### config.mk
export PLATFORM = sky130hd
export DESIGN_NAME = addsub_seq
export DESIGN_NICKNAME = d
export VERILOG_FILES = /design/src/rtl/addsub_seq.sv
export SDC_FILE = /design/constraint.sdc
export NUM_CORES = 1
export LEC_CHECK = 0
export ABC_AREA = 1
export BUFFER_PORTS_ARGS = -buffer_cell sky130_fd_sc_hd__buf_2
export CAP_MARGIN = 10
export CORE_MARGIN = 4
export CORE_UTILIZATION = 56
export DETAILED_ROUTE_END_ITERATION = 8
export PLACE_DENSITY_LB_ADDON = 0.05
export SLEW_MARGIN = 20
export SYNTH_ARGS = -nofsm -noshare
export SYNTH_HDL_FRONTEND = slang
export SYNTH_SLANG_ARGS = --single-unit
export TNS_END_PERCENT = 20
### constraint.sdc
create_clock -name clk -period 3.46 [get_ports clk]
set_input_delay 0.692 -clock clk [delete_from_list [all_inputs] [get_ports clk]]
set_output_delay 0.692 -clock clk [all_outputs]
set_load 0.01 [all_outputs]
### src/rtl/addsub_seq.sv
// addsub_seq: multi-cycle two's-complement adder/subtractor.
// Each cycle one DIGIT-bit slice of the operands is added. The carry between
// slices is registered, so a WIDTH-bit operation takes WIDTH/DIGIT cycles.
// Flags (carry/borrow, signed overflow, zero, negative) are registered on
// entry to DONE. They are held stable until the consumer takes the result.
module addsub_seq #(
  parameter int WIDTH = 32,
  parameter int DIGIT = 8
) (
  input  logic             clk,
  input  logic             rst_n,
  input  logic             in_valid,
  output logic             in_ready,
  input  logic             op,
  input  logic [WIDTH-1:0] a,
  input  logic [WIDTH-1:0] b,
  output logic             out_valid,
  input  logic             out_ready,
  output logic [WIDTH-1:0] result,
  output logic             cout,
  output logic             overf,
  output logic             zerof,
  output logic             negf
);

  localparam int N    = WIDTH / DIGIT;
  localparam int IDXW = (N > 1) ? $clog2(N) : 1;

  // Reject parameter combinations the slicing scheme cannot handle.
  if (WIDTH < 2) begin : g_bad_width
    $error("addsub_seq: WIDTH must be at least 2");
  end
  if ((WIDTH % DIGIT) != 0) begin : g_bad_digit
    $error("addsub_seq: WIDTH must be a multiple of DIGIT");
  end

  typedef enum logic [1:0] {
    IDLE = 2'd0,
    BUSY = 2'd1,
    DONE = 2'd2
  } state_t;

  state_t            state_r;
  state_t            state_nxt_s;
  logic [IDXW-1:0]   idx_r;
  logic              carry_r;
  logic              op_r;
  logic [WIDTH-1:0]  opa_r;
  logic [WIDTH-1:0]  opb_r;
  logic [WIDTH-1:0]  result_r;
  logic              cout_r;
  logic              overf_r;
  logic              zerof_r;
  logic              negf_r;
  logic              out_valid_r;

  logic              in_ready_s;
  logic              accept_s;
  logic              last_s;
  logic [DIGIT-1:0]  a_sl_s;
  logic [DIGIT-1:0]  b_sl_s;
  logic [DIGIT:0]    sum_s;
  logic              c_msb_in_s;
  logic [WIDTH-1:0]  result_nxt_s;

  // Handshake decode: ready in IDLE, or in DONE when the result is being taken.
  always_comb begin
    in_ready_s = 1'b0;
    if (state_r == IDLE) begin
      in_ready_s = 1'b1;
    end else if ((state_r == DONE) && out_ready) begin
      in_ready_s = 1'b1;
    end else begin
      in_ready_s = 1'b0;
    end
  end

  assign accept_s = in_valid && in_ready_s;
  assign last_s   = (idx_r == IDXW'(N - 1));

  // Slice adder. The carry into the MSB is recovered from the MSB sum bit.
  always_comb begin
    a_sl_s       = opa_r[int'(idx_r) * DIGIT +: DIGIT];
    b_sl_s       = opb_r[int'(idx_r) * DIGIT +: DIGIT];
    sum_s        = {1'b0, a_sl_s} + {1'b0, b_sl_s} + {{DIGIT{1'b0}}, carry_r};
    c_msb_in_s   = sum_s[DIGIT-1] ^ a_sl_s[DIGIT-1] ^ b_sl_s[DIGIT-1];
    result_nxt_s = result_r;
    result_nxt_s[int'(idx_r) * DIGIT +: DIGIT] = sum_s[DIGIT-1:0];
  end

  // State register.
  always_ff @(posedge clk or negedge rst_n) begin
    if (!rst_n) begin
      state_r <= IDLE;
    end else begin
      state_r <= state_nxt_s;
    end
  end

  // Next-state logic. DONE can re-accept directly into BUSY.
  always_comb begin
    state_nxt_s = state_r;
    case (state_r)
      IDLE: begin
        if (in_valid) begin
          state_nxt_s = BUSY;
        end else begin
          state_nxt_s = IDLE;
        end
      end
      BUSY: begin
        if (last_s) begin
          state_nxt_s = DONE;
        end else begin
          state_nxt_s = BUSY;
        end
      end
      DONE: begin
        if (out_ready && in_valid) begin
          state_nxt_s = BUSY;
        end else if (out_ready) begin
          state_nxt_s = IDLE;
        end else begin
          state_nxt_s = DONE;
        end
      end
      default: begin
        state_nxt_s = IDLE;
      end
    endcase
  end

  // Datapath. Latch operands on accept, then add one slice per BUSY cycle.
  // Flags are captured together with the top slice.
  always_ff @(posedge clk or negedge rst_n) begin
    if (!rst_n) begin
      idx_r       <= {IDXW{1'b0}};
      carry_r     <= 1'b0;
      op_r        <= 1'b0;
      opa_r       <= {WIDTH{1'b0}};
      opb_r       <= {WIDTH{1'b0}};
      result_r    <= {WIDTH{1'b0}};
      cout_r      <= 1'b0;
      overf_r     <= 1'b0;
      zerof_r     <= 1'b0;
      negf_r      <= 1'b0;
      out_valid_r <= 1'b0;
    end else begin
      out_valid_r <= (state_nxt_s == DONE);
      if (accept_s) begin
        opa_r   <= a;
        opb_r   <= op ? ~b : b;
        carry_r <= op;
        op_r    <= op;
        idx_r   <= {IDXW{1'b0}};
      end else if (state_r == BUSY) begin
        result_r <= result_nxt_s;
        carry_r  <= sum_s[DIGIT];
        idx_r    <= idx_r + IDXW'(1);
        if (last_s) begin
          cout_r  <= sum_s[DIGIT] ^ op_r;
          overf_r <= sum_s[DIGIT] ^ c_msb_in_s;
          zerof_r <= (result_nxt_s == {WIDTH{1'b0}});
          negf_r  <= result_nxt_s[WIDTH-1];
        end
      end
    end
  end

  assign in_ready  = in_ready_s;
  assign out_valid = out_valid_r;
  assign result    = result_r;
  assign cout      = cout_r;
  assign overf     = overf_r;
  assign zerof     = zerof_r;
  assign negf      = negf_r;

endmodule

# Word level (Yosys, flattened, before mapping)
# Index checks and enable logic that the tools add are counted.
[totals]
regBits = 107
in_bits = 69
out_inout_bits = 38
wordCells = 51
[classes]
n_addsub = 4
n_eq_ne = 4
shift = 4
muxes = 13
n_bitwise = 6
reduce_logical = 8
[ops]
columns = ["operator", "n"]
rows = [
  ["indexed part select 32 x 6 -> 8 bit", 2],
  ["negation 5 -> 33 bit", 1],
  ["variable shift 8 x 33 -> 32 bit, first input constant", 1],
  ["indexed part select 8 x 33 -> 32 bit", 1],
  ["bitwise mux 32 bit", 1],
  ["logical NOT 32 bit", 1],
  ["two-way mux 32 bit", 1],
  ["NOT 32 bit", 1],
  ["two-way mux 2 bit", 5],
  ["adder 8 x 8 -> 9 bit", 1],
  ["adder 9 x 1 -> 9 bit", 1],
  ["equality test 2 bit, second input constant", 3],
  ["case mux 2 bit (3 select lines)", 1],
  ["two-way mux 1 bit", 5],
  ["XOR 1 bit", 4],
  ["logical AND 1 bit", 3],
  ["AND reduction 3 bit", 1],
  ["adder 2 x 1 -> 2 bit, second input constant", 1],
  ["equality test 2 x 1 -> 1 bit, second input constant", 1],
  ["logical NOT 2 bit", 1],
  ["AND reduction 2 bit", 1],
  ["nonzero test 2 bit", 1],
  ["NOT 1 bit", 1],
]

# Depth between registers and ports, before layout
[logic_depth]
depth_word = 7
depth_mapped = 22
mapped_depth_nobuf = 20

# Worst setup path before layout
# Ideal clock, no wire load.
[synth_timing]
kind = "register -> register"
start = "reg idx_r[0]"
end = "reg zerof_r (netlist: zerof)"
setup_time_ns = 0.117
arrival_ns = 2.818
t_required_ns = 3.343
path_slack_ns = 0.525
stages_incl_launch_ff = 21
path_buffers = 3
cell_sequence = "dfrtp_1 > buf_4 > buf_2 > buf_2 > o21ai_0 > o22ai_1 > fa_1 > inv_1 > fa_1 > nor2_1 > nand3_1 > nand2_1 > nor2_1 > nand3_1 > nor2_1 > nand2_1 > nor2_1 > nand3_1 > nor2_1 > nand3_1 > nand2_1"
[synth_via]
elab_chain_cells = 6
[synth_lines]
columns = ["element", "line", "rtl"]
rows = [
  ["start: declaration", "45", "logic [IDXW-1:0] idx_r;"],
  ["start signal: assignment", "137", "idx_r <= {IDXW{1'b0}};"],
  ["start signal: assignment", "155", "idx_r <= {IDXW{1'b0}};"],
  ["start signal: assignment", "159", "idx_r <= idx_r + IDXW'(1);"],
  ["indexed part select 32 x 6 -> 8 bit, on equally long branches", "83, 84", ""],
  ["adder 8 x 8 -> 9 bit", "85", "sum_s = {1'b0, a_sl_s} + {1'b0, b_sl_s} + {{DIGIT{1'b0}}, carry_r};"],
  ["adder 9 x 1 -> 9 bit", "85", ""],
  ["indexed part select 8 x 33 -> 32 bit", "88", "result_nxt_s[int'(idx_r) * DIGIT +: DIGIT] = sum_s[DIGIT-1:0];"],
  ["bitwise mux 32 bit", "88", ""],
  ["logical NOT 32 bit", "163", "zerof_r <= (result_nxt_s == {WIDTH{1'b0}});"],
  ["end signal: assignment", "163", ""],
  ["end: declaration", "53", "logic zerof_r;"],
]
# Parallel ways exist; a longest one is shown, timed or not.
# A chain may end at the register's enable or synchronous reset.

# Worst setup path in the final report
# Same ends and word-level chain as after synthesis.

==> flow_metrics.py <==
metrics = {
    "setup_path": {
        "reg2reg_depth": 18,
        "r2r_end": "zerof",
        "crit_fanout": 26,
        "cp.required_ns": 3.77,
        "worstPathArrival_ns": 3.43,
        "rrSetupSlack_ns": 0.34,
        "setup.worst_path.class": "reg -> reg",
        "worst_setup_path_start_kind": "flop",
        "worstSetupEndpointType": "flop",
        "worst_r2r_startpoint": "idx_r[0]",
    },
    "placed_design": {
        "dp_hpwl_mm": 10.6,
        "buffer_ports.inserted": 106,
        "gp_congestion": 0.960,
    },
    "route": {
        "m1WireLength_mm": 6.39,
        "met3RoutedLength_microns": 766,
        "detailedRoute.firstPassIterationCount": 5,
        "drt_iter0_drc": 333,
        "totalWireLength_mm": 14.6,
        "dr.max_layer_used": "met4",
        "drt_drc_violations_left": 0,
        "wl_met2_mm": 7.06,
        "ant_nets": 0,
        "via_per_inst": 5.35,
        "vias": 5245,
        "route.detailed.wl_per_inst_microns": 14.9,
    },
    "finish": {
        "nFillCells": 904,
        "antenna_cells": 0,
        "layout-drive-gt1-share": 0.177,
        "area_of_the_multi_input_gates_sq_um": 2730,
        "final_net_count": 927,
        "area_growth_pct": 14.1,
        "final-seq-area_sq_um": 2680,
    },
    "logic_synthesis": {
        "number_of_flops_mapped_to_enable_cells_by_yosys": 0,
        "syn-mean-instance-area_sq_um": 7.67,
        "yosysWarningCount": 0,
        "synth.ff_latch_count": 107,
        "syn_inst": 755,
        "synth_cell_type_count": 33,
        "mappedNetlistNets": 839,
        "async_flop_share": 1.00,
        "synth_sequential_area_ratio": 0.463,
        "synth_flop_cell": "dfrtp_1",
        "syn_area_sq_um": 5790,
    },
    "floorplan": {
        "rows": 36,
        "die_height_microns": 110,
        "starting_density_of_the_core": 0.584,
        "core-area_sq_um": 9910,
        "num_io_pins": 107,
        "chipWidth_microns": 110,
        "design.die.area_sq_um": 12000,
    },
    "sta": {
        "totalNegativeSetupSlack_ns": 0,
        "final-hold-violation-count": 0,
        "rsz0062_at_grt": "false",
        "finalCritPeriodShare": 0.902,
        "hold_slack_ns": 0.350,
        "minimum_clock_period_ns": 3.12,
        "worst-slew-pin-transition_ns": 0.900,
        "timing.slew.headroom": 0.400,
        "fmax_ghz": 0.320,
        "setup-violations-final": 0,
        "number_of_pins_with_negative_max_slew_slack_in_the_final_report": 0,
        "final.setup_skew_ns": 0.0108,
    },
    "power": {
        "worst_ir_drop_vdd_mv": 0.453,
        "cellLeakagePower_nw": 3.38,
        "powerDensity_nw_per_um2": 1090,
        "report.power.total_mw": 7.23,
    },
    "clock_network": {
        "cts_tree": "built",
        "cts.clk_slew.worst_paths_ns": 0.10,
        "clock_path_buffers": 2,
        "numClockSinks": 107,
        "tritoncts.num_buffers": 9,
        "insertion_delay_ns": 0.36,
        "count_of_cells_resized_by_post_cts_repair": 0,
        "postCtsSetupBuffers": 0,
        "cts_hold_buffers": 0,
        "htree_num_levels": 3,
        "cts.root.buffer_cell": "clkbuf_8",
    },
    "global_route": {
        "grt.overflow.total": 0,
        "grt_antenna_before_repair": 0,
        "grt_util_all_layers": 0.253,
        "maximum_number_of_pins_on_one_net_before_global_route_repair": 100,
        "via_count_of_the_first_global_routing_pass": 5066,
        "first_pass_grt_wire_length_mm": 23.9,
    },
    "status": {
        "outcome": "completed",
    },
    "run": {
        "maxCapViolations": 0,
    },
    "hold_path": {
        "hp-class": "in -> async",
    },
}
## worst max-delay path, cell delays in order, from the launching register on
cell,delay (ns)
dfrtp_1,0.42
inv_2,0.35
o21ai_0,0.16
o22ai_1,0.20
fa_1,0.26
inv_1,0.07
fa_1,0.51
nor2_1,0.09
nand3_1,0.12
nand2_1,0.06
nor2_1,0.12
nand3_1,0.08
nor2_1,0.09
nand2_1,0.05
nor2_1,0.14
nand3_1,0.10
nor2_1,0.11
nand3_1,0.07
nand2_1,0.06
## cell usage after synthesis (2+ instances only)
master	number	area (sq um)
nand2_1	245	920
dfrtp_1	107	2680
o21ai_0	90	450
nor2_1	69	259
inv_1	51	191
xnor2_1	32	280
nand3_1	31	155
clkbuf_1	21	78.8
buf_2	13	65.1
ha_1	13	163
o22ai_1	13	81.3
nand4_1	12	75.1
a31oi_1	9	56.3
inv_2	8	30.0
a21oi_1	7	35.0
o21ai_1	5	25.0
nand2_2	4	25.0
nor2_2	4	25.0
o31ai_1	3	22.5
a21oi_2	2	17.5
a32oi_1	2	17.5
fa_1	2	40.0
o22ai_2	2	25.0
## registers in the layout (all words and copies together) (netlist names)
signal,flops
carry_r,1
cout,1
idx_r,2
negf,1
op_r,1
opa_r,32
opb_r,32
out_valid,1
overf,1
result,32
state_r,2
zerof,1
## placed cells by master (no fill, tap or decap), types with 11 or more instances in the layout
| master | count |
|---|---|
| buf_2 | 105 |
| clkbuf_8 | 11 |
| dfrtp_1 | 107 |
| ha_1 | 13 |
| inv_1 | 51 |
| nand2_1 | 244 |
| nand3_1 | 31 |
| nand4_1 | 12 |
| nor2_1 | 69 |
| o21ai_0 | 90 |
| o22ai_1 | 13 |
| xnor2_1 | 32 |
## per-layer routing
layer | up-vias | track usage
met5 | - | 0
met4 | 0 | 0.0846
met3 | 29 | 0.0411
met2 | 159 | 0.431
met1 | 2449 | 0.331
li1 | 2608 | -
## area by class of cell
cell class | instances | share of cell area
Sequential cell | 107 | 0.405
Multi-Input combinational cell | 552 | 0.414
Clock buffer | 13 | 0.0240
Timing Repair Buffer | 113 | 0.0924
Inverter | 60 | 0.0341
Clock inverter | 2 | 0.00530
Tap cell | 133 | 0.0252
## cell families after synthesis
group,count (synthesis),synth area share
xor+xnor,33,0.0499
fa+ha+maj,15,0.0350
simple gates,367,0.255
buf+inv,96,0.0657
flops,107,0.463
compound gates,137,0.132
## report_power, final
part,leakage (nW),internal [mW],switching (mW),total [mW]
registers,1.35,1.80,0.351,2.15
clock network,0.0995,0.371,0.413,0.784
logic,1.93,1.46,2.85,4.30
## through the flow
step	utilization	worst slack, ns	std cells	cell area (sq um)
after floorplan	-	0.525	755	5790
after global routing	0.667	0.0122	980	6610
after CTS	0.667	0.340	980	6610
after detailed placement	0.647	0.358	965	6410
final	0.667	0.339	980	6610
after global placement	0.647	0.465	965	6410
## worst max-delay path by stage
stage	startpoint	to	slack [ns]
final	idx_r[0]	zerof	0.34
after floorplan	idx_r[0]	zerof	0.53
after detailed placement	idx_r[0]	zerof	0.36
after global routing	idx_r[0]	zerof	0.01
after CTS	idx_r[0]	zerof	0.34
after global placement	idx_r[0]	zerof	0.47
Power figures use the tool's default switching activity.
